[config.mk]
export PLATFORM = sky130hd
export DESIGN_NAME = square_op_scheduler
export DESIGN_NICKNAME = d
export VERILOG_FILES = /design/src/rtl/square_op_scheduler.sv
export SDC_FILE = /design/constraint.sdc
export NUM_CORES = 1
export LEC_CHECK = 0
export BUFFER_PORTS_ARGS = -buffer_cell sky130_fd_sc_hd__buf_2
export CAP_MARGIN = 30
export CORE_MARGIN = 5
export CORE_UTILIZATION = 30
export DETAILED_ROUTE_END_ITERATION = 16
export PLACE_DENSITY = 0.5
export SYNTH_ARGS = -nofsm -noshare
export SYNTH_HDL_FRONTEND = slang
export SYNTH_SLANG_ARGS = --single-unit
[constraint.sdc]
create_clock -name clk -period 2 [get_ports clk]
set_clock_uncertainty 0.15 [all_clocks]
set_input_delay 0.2 -clock clk [delete_from_list [all_inputs] [get_ports clk]]
set_output_delay 0.2 -clock clk [all_outputs]
set_load 0.03 [all_outputs]
[src/rtl/square_op_scheduler.sv]
// Queues erase/draw requests for grid squares and runs them one at a time through the
// shared square-fill engine, gating the engine's pixel stream onto the VGA write port.
module square_op_scheduler #(
  parameter int GRID_W  = 8,
  parameter int GRID_H  = 6,
  parameter int TIMEOUT = 4095
) (
  input  logic       clk,
  input  logic       resetn,
  input  logic       req_valid,
  output logic       req_ready,
  input  logic       req_op,
  input  logic [3:0] req_gx,
  input  logic [3:0] req_gy,
  output logic       eng_start,
  output logic       eng_op,
  output logic [3:0] eng_gx,
  output logic [3:0] eng_gy,
  input  logic       eng_done,
  input  logic       eng_pix_valid,
  input  logic [7:0] eng_x,
  input  logic [6:0] eng_y,
  input  logic [8:0] eng_colour,
  output logic       vga_plot,
  output logic [7:0] vga_x,
  output logic [6:0] vga_y,
  output logic [8:0] vga_colour,
  output logic       busy,
  output logic [2:0] fifo_count,
  output logic       err_range,
  output logic       err_timeout
);

  localparam int              WD_W     = $clog2(TIMEOUT + 1);
  localparam logic [WD_W-1:0] WD_LIMIT = WD_W'(TIMEOUT);
  localparam logic [3:0]      GW       = 4'(GRID_W);
  localparam logic [3:0]      GH       = 4'(GRID_H);

  typedef enum logic [1:0] {IDLE, LAUNCH, RUN, GAP} state_t;

  state_t          state_q, state_d;
  logic [8:0]      fifo_q [4];
  logic [1:0]      rd_ptr_q, rd_ptr_d, wr_ptr_q, wr_ptr_d;
  logic [2:0]      count_q, count_d;
  logic [WD_W-1:0] wd_q, wd_d, wd_inc;
  logic            eng_op_q, eng_op_d;
  logic [3:0]      eng_gx_q, eng_gx_d, eng_gy_q, eng_gy_d;
  logic            err_range_q, err_range_d, err_timeout_q, err_timeout_d;
  logic            push, pop, head_legal, timeout_hit;
  logic [8:0]      head;

  assign push        = req_valid && req_ready;
  assign pop         = (state_q == IDLE) && (count_q != 3'd0);
  assign head        = fifo_q[rd_ptr_q];
  assign head_legal  = (head[7:4] < GW) && (head[3:0] < GH);
  assign wd_inc      = wd_q + WD_W'(1);
  assign timeout_hit = (state_q == RUN) && !eng_done && (wd_inc == WD_LIMIT);

  // FIFO bookkeeping; entry storage itself is never reset
  always_comb begin
    rd_ptr_d = rd_ptr_q + 2'(pop);
    wr_ptr_d = wr_ptr_q + 2'(push);
    case ({push, pop})
      2'b10:   count_d = count_q + 3'd1;
      2'b01:   count_d = count_q - 3'd1;
      default: count_d = count_q;
    endcase
  end

  always_ff @(posedge clk) begin
    if (push) fifo_q[wr_ptr_q] <= {req_op, req_gx, req_gy};
  end

  always_ff @(posedge clk) begin
    if (!resetn) begin
      state_q       <= IDLE;
      rd_ptr_q      <= '0;
      wr_ptr_q      <= '0;
      count_q       <= '0;
      wd_q          <= '0;
      eng_op_q      <= 1'b0;
      eng_gx_q      <= '0;
      eng_gy_q      <= '0;
      err_range_q   <= 1'b0;
      err_timeout_q <= 1'b0;
    end else begin
      state_q       <= state_d;
      rd_ptr_q      <= rd_ptr_d;
      wr_ptr_q      <= wr_ptr_d;
      count_q       <= count_d;
      wd_q          <= wd_d;
      eng_op_q      <= eng_op_d;
      eng_gx_q      <= eng_gx_d;
      eng_gy_q      <= eng_gy_d;
      err_range_q   <= err_range_d;
      err_timeout_q <= err_timeout_d;
    end
  end

  always_comb begin
    state_d = state_q;
    case (state_q)
      IDLE:    if (pop && head_legal) state_d = LAUNCH;
      LAUNCH:  state_d = RUN;
      RUN:     if (eng_done || timeout_hit) state_d = GAP;
      default: state_d = IDLE;
    endcase
  end

  // Job registers load only on a legal pop; illegal heads are dropped and flagged
  always_comb begin
    eng_op_d      = eng_op_q;
    eng_gx_d      = eng_gx_q;
    eng_gy_d      = eng_gy_q;
    err_range_d   = err_range_q;
    err_timeout_d = err_timeout_q || timeout_hit;
    wd_d          = wd_q;
    if (pop && head_legal) begin
      eng_op_d = head[8];
      eng_gx_d = head[7:4];
      eng_gy_d = head[3:0];
    end
    if (pop && !head_legal) err_range_d = 1'b1;
    if (state_q == LAUNCH)   wd_d = '0;
    else if (state_q == RUN) wd_d = wd_inc;
  end

  always_comb begin
    eng_start  = (state_q == LAUNCH);
    vga_plot   = eng_pix_valid && (state_q == RUN);
    busy       = (state_q != IDLE) || (count_q != 3'd0);
    req_ready  = (count_q != 3'd4);
    fifo_count = count_q;
  end

  assign eng_op      = eng_op_q;
  assign eng_gx      = eng_gx_q;
  assign eng_gy      = eng_gy_q;
  assign err_range   = err_range_q;
  assign err_timeout = err_timeout_q;
  assign vga_x       = eng_x;
  assign vga_y       = eng_y;
  assign vga_colour  = eng_colour;

endmodule

==> impl_metrics.yaml <==
run_status:
  status: "completed"
worst_setup_path:
  slowest_stage: "dfxtp_2"
  cp-end-kind: "flop"
  r2r-start: "state_q[1]"
  critPathKind: "flop to flop"
  crit_path_start_kind: "flop"
  cp_cell_sequence: "inv_2 -> ha_4 -> and2b_2 -> ha_4 -> inv_2 -> fa_2 -> xor2_1 -> or3_1 -> a21boi_1"
  required_ns: 2.12
  path_max_fanout: 2
  critPathArrivalTime_ns: 2.09
  max_stage_delay_ns: 0.33
  startpoint: "state_q[1]"
sta:
  slew-limit-headroom_pct: 70.4
  hold_slack_ns: 0.133
  fmax_ghz: 0.510
  worstMarginPinSlew_ns: 0.440
  tns_ns: 0
  setup_violations: 0
  rsz0062_at_grt: "true"
  slew_viol_final: 0
  fin_ws_ns: 0.0392
  min_period_ns: 1.96
  finalCritPeriodShare_pct: 98.0
  finalHoldViolCount: 0
placement:
  port_buffers: 31
  dp.cells: 393
  dp_hpwl_mm: 3.91
  dp_worst_setup_slack_ns: -0.0124
  postPlaceCellArea_um2: 3370
  gp_congestion: 0.714
final_layout:
  multi_input_area_um2: 1110
  final_nets: 327
  fillers: 988
  final_cell_mix: "edfxtp_1 (36), buf_2 (31), dfxtp_1 (27), buf_4 (24), nor2_1 (21)"
  area_growth_pct: 21.3
  seqCellArea_um2: 1740
  design_area_um2: 3670
  drive_above_1_share_pct: 33.7
  final_util_pct: 37.4
  antenna_cells: 0
  fin_cells: 418
  final_common_cell: "edfxtp_1"
drt:
  drt_iter0_drc: 64
  routed_via_density: 4.26
  wl_per_cell_um: 13.2
  routed_wl_mm: 5.52
  drtAntennaViolNets: 0
  num_vias: 1782
  drc: 0
  drt-pass1-iter-count: 4
floorplanning:
  die_y_um: 110
  fp.coreArea_um2: 9820
  ioPinCount: 80
  rows: 36
  die-area_um2: 12200
  die_w_um: 110
  start_util_pct: 30.8
global_route:
  antenna_found_initial: 0
  use_met3_pct: 3.72
  grt_pass1_vias: 1801
  grt_max_degree: 22
  grt_pass1_wl_mm: 9.23
  top_usage_layer: "met2"
  grtUsageTotal_pct: 9.61
  grt_overflow_total: 0
  grt_util_met1_pct: 11.8
  use_met2_pct: 15.2
synth:
  syn_inst: 236
  synth_top_cell_area_share_pct: 35.7
  synth_cell_types: 37
  yosys_warnings: 0
  netlist_area_um2: 3030
  synth_nets: 283
  avgSynthCellArea_um2: 12.8
  synth_top_area_cell: "edfxtp_1"
  yosys_register_bits: 68
  yosysSeqAreaShare_pct: 56.9
  synthTopCellsByArea: "edfxtp_1 (36%), dfxtp_1 (21%), buf_4 (6.2%)"
power_and_ir_drop:
  p_int_mw: 2.93
  ir_drop_mv: 0.532
  power_frac_comb_pct: 32.5
  leakagePower_nw: 1.43
  power_switching_mw: 1.44
  powerDensity_nw_per_um2: 1190
  switching_share_pct: 32.9
  seqPwrFrac_pct: 40.4
  clock_power_share_pct: 27.1
  totalPowerFinal_mw: 4.37
clock_tree:
  numClockSinks: 68
  htree_levels: 3
  path_clk_slew_ns: 0.08
  clk_path_buf_depth: 2
  cts_root_buf: "clkbuf_8"
  clk_latency_ns: 0.34
  post_cts_buffers: 0
  cts_buffers: 9
  cts_tree: "built"
flow_run:
  timing.max_cap.violations: 0
hold_path:
  hold_start: "resetn"
  hp-class: "input pin to flop"
==> cell type report <==
type | count | share of cell area, %
Timing Repair Buffer | 64 | 11.6
Inverter | 8 | 0.819
Sequential cell | 68 | 47.3
Multi-Input combinational cell | 129 | 30.2
Tap cell | 133 | 4.54
Clock inverter | 7 | 2.22
Clock buffer | 9 | 3.38
==> cell usage after synthesis, drive strengths merged <==
cell and n:
xor2 10, buf 28, dfxtp 32, mux4 8
a21oi 1, o21ai 2, xnor2 8, edfxtp 36
nor2b 9, nor4 2, ha 8, nand4 3
nand2 14, and2b 1, or3 1, and4 2
inv 8, clkbuf 3, o21a 1, mux2i 8
fa 1, and3 4, nand3 9, nor3 3
and2 7, a221oi 1, o221a 1, a211oi 1
a21boi 2, nor2 21, nand2b 1
==> worst max-delay path: cells and delay by family (launching register included) <==
family | cells | cell delay (ns)
adders and majority gates | 3 | 0.58
and+or+nand+nor | 2 | 0.47
DFF | 1 | 0.33
xor gates and xnor gates | 1 | 0.15
AOI/OAI and AO/OA | 1 | 0.11
buffers and inverters | 2 | 0.10
==> worst paths after layout <==
path                                 endpoint  slack (ns)  depth (start not counted)
worst max-delay path            fifo_count[2]        0.04                          9
worst min-delay path                  wd_q[0]        0.13                          3
worst max register to register  fifo_count[2]        0.04                          9
worst min register to register    err_timeout        0.33                          1
==> logic make-up (layout without fill, tap and decap cells) <==
kind of cell / count (synthesis) / count (layout) / synth area share, %
compound gates: 9 / 9 / 2.73
xor+xnor: 18 / 18 / 5.21
fa+ha+maj: 9 / 9 / 3.97
buf+inv: 39 / 88 / 8.48
flops: 68 / 68 / 56.9
mux: 16 / 16 / 9.35
simple gates: 77 / 77 / 13.4
==> routing by layer <==
layer / vias to the layer above / part of all wire [%] / wire, um
met2: 41 / 48 / 2640
met3: 15 / 5.0 / 278
met1: 835 / 46 / 2520
li1: 891 / - / -
met4: 0 / 1.5 / 85
met5: - / 0 / 0
==> repair_timing <==
action / 4_1_cts / 5_1_grt
pin swaps: 4 / 2
hold endpoints to repair: 36 / 0
hold buffers: 9 / 0
gates resized for setup: 1 / 2
endpoints found under the setup margin: 3 / 7
==> power groups by stage <==
stage | logic [mW] | registers, mW | clock network [mW]
3_3_place_gp | 1.42 | 1.80 | 0
6_report | 1.42 | 1.77 | 1.18
3_5_place_dp | 1.43 | 1.80 | 0
2_1_floorplan | 0.993 | 1.89 | 0
4_1_cts | 1.45 | 1.77 | 1.22
5_1_grt | 1.56 | 1.79 | 1.28
==> registers in the layout, summed over array words and instances (netlist names) <==
register / count
err_range: 1
err_timeout: 1
eng_gx: 4
wd_q: 12
eng_op: 1
fifo_q: 36
fifo_count: 3
wr_ptr_q: 2
state_q: 2
eng_gy: 4
rd_ptr_q: 2
(Power assumes the default switching activity.)
